### src/rtl/if_stage_pkg.sv
// if_stage_pkg: shared fetch/decode widths, constants and the IF/ID record
package if_stage_pkg;
  localparam int INSTR_W = 32;
  localparam int ADDR_W = 32;
  localparam logic [ADDR_W-1:0] PC_STEP = 32'd4;
  localparam logic [INSTR_W-1:0] NOP_INSTR_DEF = 32'd0;
  typedef struct packed {
    logic [ADDR_W-1:0] pc;
    logic [INSTR_W-1:0] instr;
    logic valid;
  } if_id_t;
endpackage

### src/rtl/if_stage_if_id_reg.sv
// if_id_reg: pipeline register where flush beats freeze and freeze beats load
module if_id_reg
  import if_stage_pkg::*;
#(
  parameter logic [INSTR_W-1:0] NOP_INSTR = NOP_INSTR_DEF
) (
  input  logic   clk,
  input  logic   rst_n,
  input  logic   flush,
  input  logic   freeze,
  input  if_id_t d,
  output if_id_t q
);
  localparam if_id_t BUBBLE = '{pc: '0, instr: NOP_INSTR, valid: 1'b0};
  always_ff @(posedge clk or negedge rst_n)
    if (!rst_n) q <= BUBBLE;
    else if (flush) q <= BUBBLE;
    else if (!freeze) q <= d;
endmodule

### src/rtl/if_stage.sv
// if_stage: program counter, next-PC selection and IF/ID capture of fetched words
module if_stage
  import if_stage_pkg::*;
#(
  parameter logic [ADDR_W-1:0] RESET_PC = 32'd0,
  parameter logic [INSTR_W-1:0] NOP_INSTR = NOP_INSTR_DEF
) (
  input  logic               clk,
  input  logic               rst_n,
  input  logic               freeze,
  input  logic               branch_taken,
  input  logic [ADDR_W-1:0]  branch_addr,
  input  logic               flush,
  output logic [ADDR_W-1:0]  imem_addr,
  input  logic [INSTR_W-1:0] imem_data,
  output logic [ADDR_W-1:0]  id_pc,
  output logic [INSTR_W-1:0] id_instr,
  output logic               id_valid,
  output logic [15:0]        fetch_count
);
  logic [ADDR_W-1:0] pc_q, pc_inc, pc_d;
  logic squash, load;
  if_id_t id_q;
  always_comb begin
    pc_inc = pc_q + PC_STEP;
    pc_d = branch_taken ? (branch_addr & ~32'd3) : freeze ? pc_q : pc_inc;
    squash = branch_taken | flush;
    load = !squash && !freeze;
  end
  always_ff @(posedge clk or negedge rst_n)
    if (!rst_n) pc_q <= RESET_PC;
    else pc_q <= pc_d;
  always_ff @(posedge clk or negedge rst_n)
    if (!rst_n) fetch_count <= '0;
    else if (load && fetch_count != 16'hFFFF) fetch_count <= fetch_count + 16'd1;
  if_id_reg #(.NOP_INSTR(NOP_INSTR)) u_if_id (
    .clk(clk),
    .rst_n(rst_n),
    .flush(squash),
    .freeze(freeze),
    .d('{pc: pc_inc, instr: imem_data, valid: 1'b1}),
    .q(id_q)
  );
  assign imem_addr = pc_q;
  assign id_pc = id_q.pc;
  assign id_instr = id_q.instr;
  assign id_valid = id_q.valid;
endmodule
### config.mk
export PLATFORM = sky130hd
export DESIGN_NAME = if_stage
export DESIGN_NICKNAME = d
export VERILOG_FILES = /design/src/rtl/if_stage_pkg.sv /design/src/rtl/if_stage_if_id_reg.sv /design/src/rtl/if_stage.sv
export SDC_FILE = /design/constraint.sdc
export NUM_CORES = 1
export LEC_CHECK = 0
export ABC_AREA = 1
export CELL_PAD_IN_SITES_DETAIL_PLACEMENT = 0
export CELL_PAD_IN_SITES_GLOBAL_PLACEMENT = 1
export CORE_ASPECT_RATIO = 1.5
export CORE_MARGIN = 5
export CORE_UTILIZATION = 30
export CTS_CLUSTER_DIAMETER = 100
export DETAILED_ROUTE_END_ITERATION = 6
export PLACE_DENSITY = 0.87
export SYNTH_ARGS = -nofsm -noshare
export SYNTH_HDL_FRONTEND = slang
export SYNTH_SLANG_ARGS = --single-unit
### constraint.sdc
create_clock -name clk -period 1.3 [get_ports clk]
set_input_delay 0.39 -clock clk [delete_from_list [all_inputs] [get_ports clk]]
set_output_delay 0.39 -clock clk [all_outputs]
set_load 0.02 [all_outputs]
* After elaboration in Yosys (flattened, before gate mapping)
Index checks and enable logic that the tools add are counted.
Operators by class: add/sub/neg operators 2, equality and inequality tests 3, mux-type cells 4, bitwise logic cells 1, reduce and logical (&&, ||, !) cells 4
Operators by type and width (number):
- two-way mux 65 bit | 2
- two-way mux 32 bit | 2
- adder 32 x 3 -> 32 bit (second input constant) | 1
- adder 16 x 1 -> 16 bit (second input constant) | 1
- inequality test 16 bit (second input constant) | 1
- inequality test 2 x 1 -> 1 bit (second input constant) | 2
- logical AND 1 bit | 2
- zero test 1 bit | 2
- bitwise OR 1 bit | 1
Word-level totals: flip-flop bits (word level) 113, bits of input ports 69, output and inout port bits 113, word-level logic and storage cells 19

* Depth between registers and ports, before layout
word-level depth 4, depth in mapped cells 10

* By module
From an unflattened synthesis, not the netlist that was laid out.
Second synthesis, totals: cells, all modules 772, area, all modules 5840.6 sq um
By module, submodules not included:
- if_stage | times used 1, cells each 489, area each 3275.6 sq um, seq. area each 1151.1 sq um
- if_id_reg | times used 1, cells each 283, area each 2565.0 sq um, seq. area each 1626.6 sq um

* Worst setup path before layout
No wires, ideal clock.
path type register to register, from register fetch_count[1], to register fetch_count[6], arrival 1.542 ns, required time 1.183 ns, setup slack -0.359 ns, stages on the path, launching flop included 10, cell sequence dfrtp_1 ha_1 nand3_2 nor3_2 nand3_2 nand2_4 inv_4 buf_6 nand3_1 nand2_1
Between the ends: longest elaborated chain between the ends 2, elaborated cells between the ends (all ways) 3
RTL lines:
- start, declared | line if_stage.sv:19 | output logic [15:0] fetch_count
- start signal, assigned | line if_stage.sv:35 | else if (load && fetch_count != 16'hFFFF) fetch_count <= fetch_count + 16'd1;
- parallel branches: the longest is 2 deep, another holds adder 16 x 1 -> 16 bit
Several ways; the timed one is not identified. A chain may end at the register's enable or synchronous reset.

* Worst setup path after layout
from register pc_q[2], in the netlist imem_addr[2], to output port imem_addr[2]
RTL lines:
- start, declared | line if_stage.sv:21 | logic [ADDR_W-1:0] pc_q, pc_inc, pc_d;
- start signal, assigned | line if_stage.sv:32 | else pc_q <= pc_d;
- end, declared | line if_stage.sv:14 | output logic [ADDR_W-1:0] imem_addr,
No word-level cell between the ends.

==> metrics.txt <==
core area=18400 sq um; overall routing resource usage=0.187; launch point of the worst path=imem_addr[2]$_DFFE_PN0N_; status=complete, but fails checks; total power=0.00995 W; fraction of layout cells with a size suffix above 1=0.460; initial drt markers=330; fin crit period=1570 ps; Mapped Cells=665; Mapped Area=5550 sq um; routed wire length=20.5 mm; most common cell in the netlist=nand2_1; Post-synth EDFFs=0; gp weighted congestion=0.894; via count=5881; CP Launch Type=flip-flop; largest net degree at the start of global routing=36; worst endpoint data arrival time=1180 ps; hold slack final=471 ps; DR WL/cell=15.9 um; CTS Buf Count=9; syn avg cell area=8.35 sq um; dominant cells by area after synthesis=dfrtp_1 50%, nand2_1 18%, a22o_1 5.8%; pwr/cell area=981 nW/um^2; Rows=61; Worst-path clk slew=80 ps; final setup margin=-269 ps; Critical Path RT=910 ps; Synth top area share=0.496; final setup vio count=108; worst-case vdd ir drop=570 uV; leading area contributor after synthesis=dfrtp_1; vias in the first global route=6149; layout net count=1098; pre-CTS setup slack=-517 ps; die width=121 um; post-synthesis cell type count=37; max cap viols=0; area delta synth->final=82.7%; violated checks=negative setup slack; Leak=4.98 nW; Yosys reg bits=110; first-pass GRT wire length=31.5 mm; length of the first detailed-routing pass in iterations=4; top_reg_cell synth=dfrtp_1; Critical R2R Launch=imem_addr[2]$_DFFE_PN0N_; final setup skew=8.62 ps; Port-buffer cells=177; H-tree levels=3; Hold Crit Class=input pin to asynchronous set/reset pin; clk_lat worst skew=350 ps; crit-path max FO=4; Die ar.=21400 sq um; Max Root-Sink Buffers=2; path type of the worst setup path=flip-flop to output pin; element type at the critical path end=output pin; Clock Sinks=110; antenna viol nets, final=0; global route overflow=0; RSZ-0062 raised after global routing=true; max-slew violations=0; detailed placer's ending HPWL=14.6 mm; yosys warns=0; clock root cell=clkbuf_16; FFs w/ async S/R, synth=1.00; Tcrit/Tclk final=1.21; Fmax=637 MHz; Die H=177 um; sequential element share of the synthesized area=0.496; CTS tree=built; antenna violations before repair=3; Layout Utilization=0.551; starting density of the core=0.302; Hold Fails Final Rpt=0; I/O pin total=182; Residual DRC=0; routed vias/inst=4.57; commonest cells in the netlist=261 x nand2_1, 110 x dfrtp_1, 52 x inv_1
[cells in the final DEF, fill, tap and decap left out, drive strengths merged, types with 2 or more instances in the layout]
cell type / instances
buf: 307
nand2: 266
dfrtp: 110
clkdlybuf4s50: 62
inv: 57
nor2: 49
nand3: 38
a22o: 37
o21ai: 27
xor2: 19
clkbuf: 11
nor3: 8
o211ai: 6
xnor2: 6
nand4: 5
diode: 3
clkinvlp: 3
dlygate4sd2: 3
nand3b: 2
o21bai: 2
ha: 2
conb: 2
and2: 2
clkinv: 2
[kinds of logic (layout without fill, tap and decap cells)]
group	Yosys count	in the layout	share of synthesized area
AO/OA/AOI/OAI	73	73	0.0958
XOR/XNOR	25	25	0.0408
adder cells (fa/ha/maj)	2	2	0.00451
buffers and inverters	82	448	0.0640
flip-flops	110	110	0.496
other	1	5	0.000676
AND/OR/NAND/NOR	372	372	0.298
[worst max-delay path, cell delays in order (launching register included)]
cell and delay (ps):
dfrtp_2 450, buf_4 150, buf_6 110, buf_6 120
[power breakdown]
| group | internal [W] | switching (W) |
|---|---|---|
| Clock | 0.00151 | 0.00134 |
| Combinational | 0.00164 | 0.00144 |
| Sequential | 0.00369 | 0.000328 |
[routing by layer]
layer | vias to the layer above | global-route usage | wire [um]
li1 | 2837 | - | -
met1 | 2866 | 0.216 | 7790
met2 | 148 | 0.340 | 11200
met3 | 30 | 0.0349 | 944
met4 | 0 | 0.0723 | 515
met5 | - | 0 | 0
[repair_timing]
item,4_1_cts,5_1_grt
setup endpoints to repair,217,183
hold buffers,1,0
cloned,2,0
setup buffers,37,44
gates resized for setup,652,126
endpoints found under the hold margin,13,0
pin swaps,29,36
[sequential cells by signal (all words and copies together) (netlist names)]
name and count:
u_if_id.q 64, fetch_count 16, imem_addr 30
[through the flow]
stage | setup TNS [ps] | cells | cell area, sq um
6_report | -14490 | 1287 | 10100
5_1_grt | -22570 | 1287 | 10100
4_1_cts | -10810 | 1242 | 9370
3_5_place_dp | -55910 | 1186 | 8560
3_3_place_gp | -53010 | 1186 | 8560
2_1_floorplan | -4130 | 666 | 5670
[final cells by class]
class,instances,area (sq um)
clock inverters,5,60.1
repair inverters,1,7.51
fillers,1658,8250
well taps,252,315
inverters,57,233
diodes,3,7.51
repair buffers,374,3600
flip-flops and latches,110,2790
multi-input cells,474,2900
clock buffers,11,233
[path summary, 6_finish.rpt]
check	end	slack (ps)	cells past startpoint
max	imem_addr[2]	-270	3
min	u_if_id.q[42]$_DFFE_PN0P_	470	2
max reg2reg	u_if_id.q[53]$_DFFE_PN0P_	-250	10
min reg2reg	u_if_id.q[61]$_DFFE_PN0P_	510	2
max in group asynchronous	imem_addr[20]$_DFFE_PN0N_	310	3
min in group clk	u_if_id.q[61]$_DFFE_PN0P_	510	2
No activity file was read; power rests on OpenSTA's default activity.
